### config.mk
export PLATFORM = sky130hd
export DESIGN_NAME = alu_ctrl_seq
export DESIGN_NICKNAME = d
export VERILOG_FILES = /design/src/rtl/alu_ctrl_seq.sv
export SDC_FILE = /design/constraint.sdc
export NUM_CORES = 1
export LEC_CHECK = 0
export ABC_CLOCK_PERIOD_IN_PS = 2100
export BUFFER_PORTS_ARGS = -buffer_cell sky130_fd_sc_hd__clkbuf_2
export CAP_MARGIN = 10
export CORE_MARGIN = 10
export CORE_UTILIZATION = 42
export DETAILED_ROUTE_END_ITERATION = 8
export PLACE_DENSITY = 0.68
export SLEW_MARGIN = 20
export SYNTH_ARGS = -nofsm -noshare
export SYNTH_HDL_FRONTEND = slang
export SYNTH_SLANG_ARGS = --single-unit
### constraint.sdc
create_clock -name clk -period 2.1 [get_ports clk]
set_clock_uncertainty 0.15 [all_clocks]
set_input_delay 0.42 -clock clk [delete_from_list [all_inputs] [get_ports clk]]
set_output_delay 0.42 -clock clk [all_outputs]
set_load 0.01 [all_outputs]
### src/rtl/alu_ctrl_seq.sv
`default_nettype none
// ============================================================================
// alu_ctrl_seq : ALU function decode with iterative CLO/CLZ leading-bit count
// Revision     : 1.0
// ============================================================================
module alu_ctrl_seq #(
  parameter int DATA_W = 32,
  parameter int CNT_W  = 6,
  parameter int OP_W   = 3,
  parameter int FUNC_W = 6
) (
  input  logic              clk,
  input  logic              reset,
  input  logic              start,
  input  logic [OP_W-1:0]   aluOp,
  input  logic [FUNC_W-1:0] funcIn,
  input  logic [DATA_W-1:0] operand,
  output logic [FUNC_W-1:0] funcOut,
  output logic [CNT_W-1:0]  count,
  output logic              busy,
  output logic              done
);

  localparam logic [FUNC_W-1:0] FN_CLO  = FUNC_W'(6'b000111);
  localparam logic [FUNC_W-1:0] FN_CLZ  = FUNC_W'(6'b111000);
  localparam logic [FUNC_W-1:0] FN_ADD  = FUNC_W'(6'b100000);
  localparam logic [FUNC_W-1:0] FN_SUB  = FUNC_W'(6'b100011);
  localparam logic [CNT_W-1:0]  CNT_MAX = CNT_W'(DATA_W);

  typedef enum logic [1:0] {
    S_IDLE = 2'd0,
    S_SCAN = 2'd1,
    S_DONE = 2'd2
  } state_t;

  state_t              state_q, state_d;
  logic [FUNC_W-1:0]   func_q, func_d;
  logic [CNT_W-1:0]    cnt_q, cnt_d;
  logic [DATA_W-1:0]   shift_q, shift_d;
  logic                target_q, target_d;
  logic                busy_q, busy_d;
  logic                done_q, done_d;
  logic [FUNC_W-1:0]   dec_code;
  logic                dec_is_cnt;
  logic [CNT_W-1:0]    cnt_inc;

  always_comb begin
    dec_code = funcIn;
    case (aluOp)
      OP_W'(3'b001): dec_code = FN_CLO;
      OP_W'(3'b010): dec_code = FN_CLZ;
      OP_W'(3'b101): dec_code = FN_ADD;
      OP_W'(3'b110): dec_code = FN_ADD;
      OP_W'(3'b111): dec_code = FN_SUB;
      default:       dec_code = funcIn;
    endcase
  end

  // A count op may arrive either via aluOp or as an R-type funct field.
  assign dec_is_cnt = (dec_code == FN_CLO) || (dec_code == FN_CLZ);
  assign cnt_inc    = cnt_q + CNT_W'(1);

  always_comb begin
    state_d  = state_q;
    func_d   = func_q;
    cnt_d    = cnt_q;
    shift_d  = shift_q;
    target_d = target_q;
    case (state_q)
      S_IDLE: begin
        if (start) begin
          func_d = dec_code;
          if (dec_is_cnt) begin
            shift_d  = operand;
            cnt_d    = '0;
            target_d = (dec_code == FN_CLO);
            state_d  = S_SCAN;
          end else begin
            state_d = S_DONE;
          end
        end
      end
      S_SCAN: begin
        if (shift_q[DATA_W-1] == target_q) begin
          cnt_d   = cnt_inc;
          shift_d = {shift_q[DATA_W-2:0], 1'b0};
          if (cnt_inc == CNT_MAX) state_d = S_DONE;
        end else begin
          state_d = S_DONE;
        end
      end
      S_DONE:  state_d = S_IDLE;
      default: state_d = S_IDLE;
    endcase
    busy_d = (state_d == S_SCAN);
    done_d = (state_d == S_DONE);
  end

  always_ff @(posedge clk) begin
    if (reset) begin
      state_q  <= S_IDLE;
      func_q   <= '0;
      cnt_q    <= '0;
      shift_q  <= '0;
      target_q <= 1'b0;
      busy_q   <= 1'b0;
      done_q   <= 1'b0;
    end else begin
      state_q  <= state_d;
      func_q   <= func_d;
      cnt_q    <= cnt_d;
      shift_q  <= shift_d;
      target_q <= target_d;
      busy_q   <= busy_d;
      done_q   <= done_d;
    end
  end

  assign funcOut = func_q;
  assign count   = cnt_q;
  assign busy    = busy_q;
  assign done    = done_q;

endmodule
`default_nettype wire

==> flow_metrics.env <==
export IMPL_outcome="complete, no violations"
export IMPL_cts_root_buf="clkbuf_8"
export IMPL_initial_utilization=0.436
export IMPL_synth_cell_types=44
export IMPL_crit_fanout=15
export IMPL_maxCapViolations=0
export IMPL_clock_sinks=49
export IMPL_die_area_sq_um=9190
export IMPL_fin_crit_ps=2020
export IMPL_final_util=0.554
export IMPL_drcViolationCount=0
export IMPL_synth_edf_count=0
export IMPL_diodes=0
export IMPL_worst_ep_arrival_time_ps=2060
export IMPL_insertion_delay_ps=300
export IMPL_syn_num_nets=312
export IMPL_grt_pass1_wl_mm=10.5
export IMPL_synth_seq_area_share=0.406
export IMPL_final_common_cell="clkbuf_2"
export IMPL_cts_setup_buffers=0
export IMPL_routed_via_density=5.51
export IMPL_crit_slowest_cell="or4b_4"
export IMPL_holdCritPathClass="in2reg"
export IMPL_finalSetupViolations=0
export IMPL_synth_top_family_by_area="compound AO/OA/AOI/OAI gates"
export IMPL_cpLargestDelayFamily="simple AND/OR/NAND/NOR gates"
export IMPL_hold_viol=0
export IMPL_start_kind="flop"
export IMPL_p_leak_nw=1.54
export IMPL_detail_route_wl_per_cell_microns=15.2
export IMPL_gp_congestion=0.754
export IMPL_dp_hpwl_mm=4.57
export IMPL_synth_area_mux_share=0.133
export IMPL_track_usage=0.138
export IMPL_synth_xor_area_frac=0.00362
export IMPL_tritoncts="yes"
export IMPL_end_kind="flop"
export IMPL_critPathMaxStageDelay_ps=500
export IMPL_drt_initial_drc_count=111
export IMPL_final_cell_mix="clkbuf_2, dfxtp_1, a21oi_1, mux2i_1, o31ai_1"
export IMPL_drive_gt1_frac=0.302
export IMPL_rsz0062_at_grt="false"
export IMPL_synth_compound_area_frac=0.274
export IMPL_syn_inst=267
export IMPL_num_fill_cells=543
export IMPL_cts_buffers=5
export IMPL_die_x_microns=95.9
export IMPL_routed_wl_met3_microns=466
export IMPL_slew_headroom=0.595
export IMPL_cts_hold_buf=0
export IMPL_antenna_found_initial=0
export IMPL_cp_required_ps=2140
export IMPL_path_class="reg2reg"
export IMPL_syn_avg_cell_area_sq_um=9.05
export IMPL_layout_nets=385
export IMPL_cts_resized=0
export IMPL_finalCritPeriodShare=0.962
export IMPL_max_clock_path_buffers=2
export IMPL_slew_violations=0
export IMPL_grt_max_degree=38
export IMPL_pwr_density_cell_nw_per_um2=677
export IMPL_dr_total_vias=2276
export IMPL_place_ws_ps=-153
export IMPL_yosysWarningCount=0
export IMPL_dr_pass1_iters=4
export IMPL_synth_seq_cells=49
export IMPL_pin_count=58
export IMPL_htree_levels=2
export IMPL_final_antenna_net_count=0
export IMPL_layout_area_overhead_vs_synth_pct=27.0
export IMPL_peakVddDrop_uv=373
export IMPL_die_h_microns=95.9
export IMPL_wl_met1_mm=2.89
export IMPL_fin_ws_ps=79.6
export IMPL_stdcell_count=413
export IMPL_core_area_sq_um=5540
export IMPL_critPathBufInv=1
export IMPL_rows=27
export IMPL_grt_pass1_vias=2279
export IMPL_wl_mm=6.28
export IMPL_dp_cells=404
export IMPL_ys_flop_type="dfxtp_1"
export IMPL_worst_pin_slew_ps=606
export IMPL_highest_layer="met4"
export IMPL_synthAdderAreaFrac=0.00518
export IMPL_path_clk_slew_ps=90
export IMPL_place_port_buffers=57
export IMPL_netlist_area_sq_um=2420
export IMPL_synthSimpleGateAreaFrac=0.131
export IMPL_async_reset_ff_frac=0
export IMPL_grt_ovfl_total=0
export IMPL_fmaxAchievable_ghz=0.495
export IMPL_worstPathCellList="or3b_1, or4b_4, nand3b_4, or2_4, clkbuf_16, a21oi_1"
export IMPL_wl_met2_mm=2.86
export IMPL_holdWs_ps=203
==> report_power, final <==
part	switching (W)	internal [W]	total (W)	leakage, nW
Combinational	0.000234	0.000227	0.000461	1.09
Clock	0.000314	0.000238	0.000552	0.0456
Sequential	0.0000463	0.00102	0.00106	0.401
==> area by class of cell <==
class                      count  area (sq um)  area share
clock buffer                   6          72.6      0.0236
clock inverter                 2          13.8     0.00448
inverter                       3          11.3     0.00367
multi-input combinational    192          1330       0.433
sequential                    49           981       0.320
tap                           72          90.1      0.0294
timing repair buffer          89           572       0.186
==> final timing paths <==
kind / startpoint / cells after the start / end / slack [ps]
worst max-delay path: state_q[0] / 6 / shift_q[29] / 80
worst min-delay path: operand[0] / 3 / shift_q[0] / 200
worst max register to register: state_q[0] / 6 / shift_q[29] / 80
worst min register to register: funcOut[5] / 2 / funcOut[5] / 310
==> flip-flops by register name (all words and copies together) (netlist names) <==
signal    flops
shift_q      32
count         6
funcOut       6
state_q       2
busy          1
done          1
target_q      1
==> cells in the mapped netlist, types with 4 or more instances <==
library cell / instances / area share
buf_4: 4 / 0.012
nand2b_1: 4 / 0.010
clkbuf_1: 16 / 0.025
nand2_1: 10 / 0.016
nor2_1: 15 / 0.023
dfxtp_1: 49 / 0.41
o31ai_1: 31 / 0.096
mux2i_1: 32 / 0.13
o21ai_0: 4 / 0.0083
a21oi_1: 42 / 0.087
nand3_1: 4 / 0.0083
nor3_1: 6 / 0.012
==> metrics by stage <==
stage | cell area, sq um | total power (W) | setup TNS [ps]
2_1_floorplan | 2420 | 0.00136 | -261
3_3_place_gp | 2950 | 0.00152 | -3320
3_5_place_dp | 2950 | 0.00153 | -4630
4_1_cts | 3040 | 0.00208 | 0
5_1_grt | 3070 | 0.00220 | 0
6_report | 3070 | 0.00208 | 0
==> worst min-delay path: stages <==
cell	delay (ps)
clkbuf_2	80
nand3_1	60
mux2i_1	60
==> layer usage <==
metal	vias to the layer above	GRT usage
li1	1153	-
met1	1068	0.175
met2	49	0.216
met3	6	0.0506
met4	0	0.0393
met5	-	0
==> cell families (layout without fill, tap and decap cells) <==
group | count (synthesis) | count (layout)
compound gates | 101 | 101
simple gates | 57 | 57
flops | 49 | 49
mux | 32 | 32
buf+inv | 26 | 100
fa+ha+maj | 1 | 1
xor+xnor | 1 | 1
(Power assumes the default switching activity.)
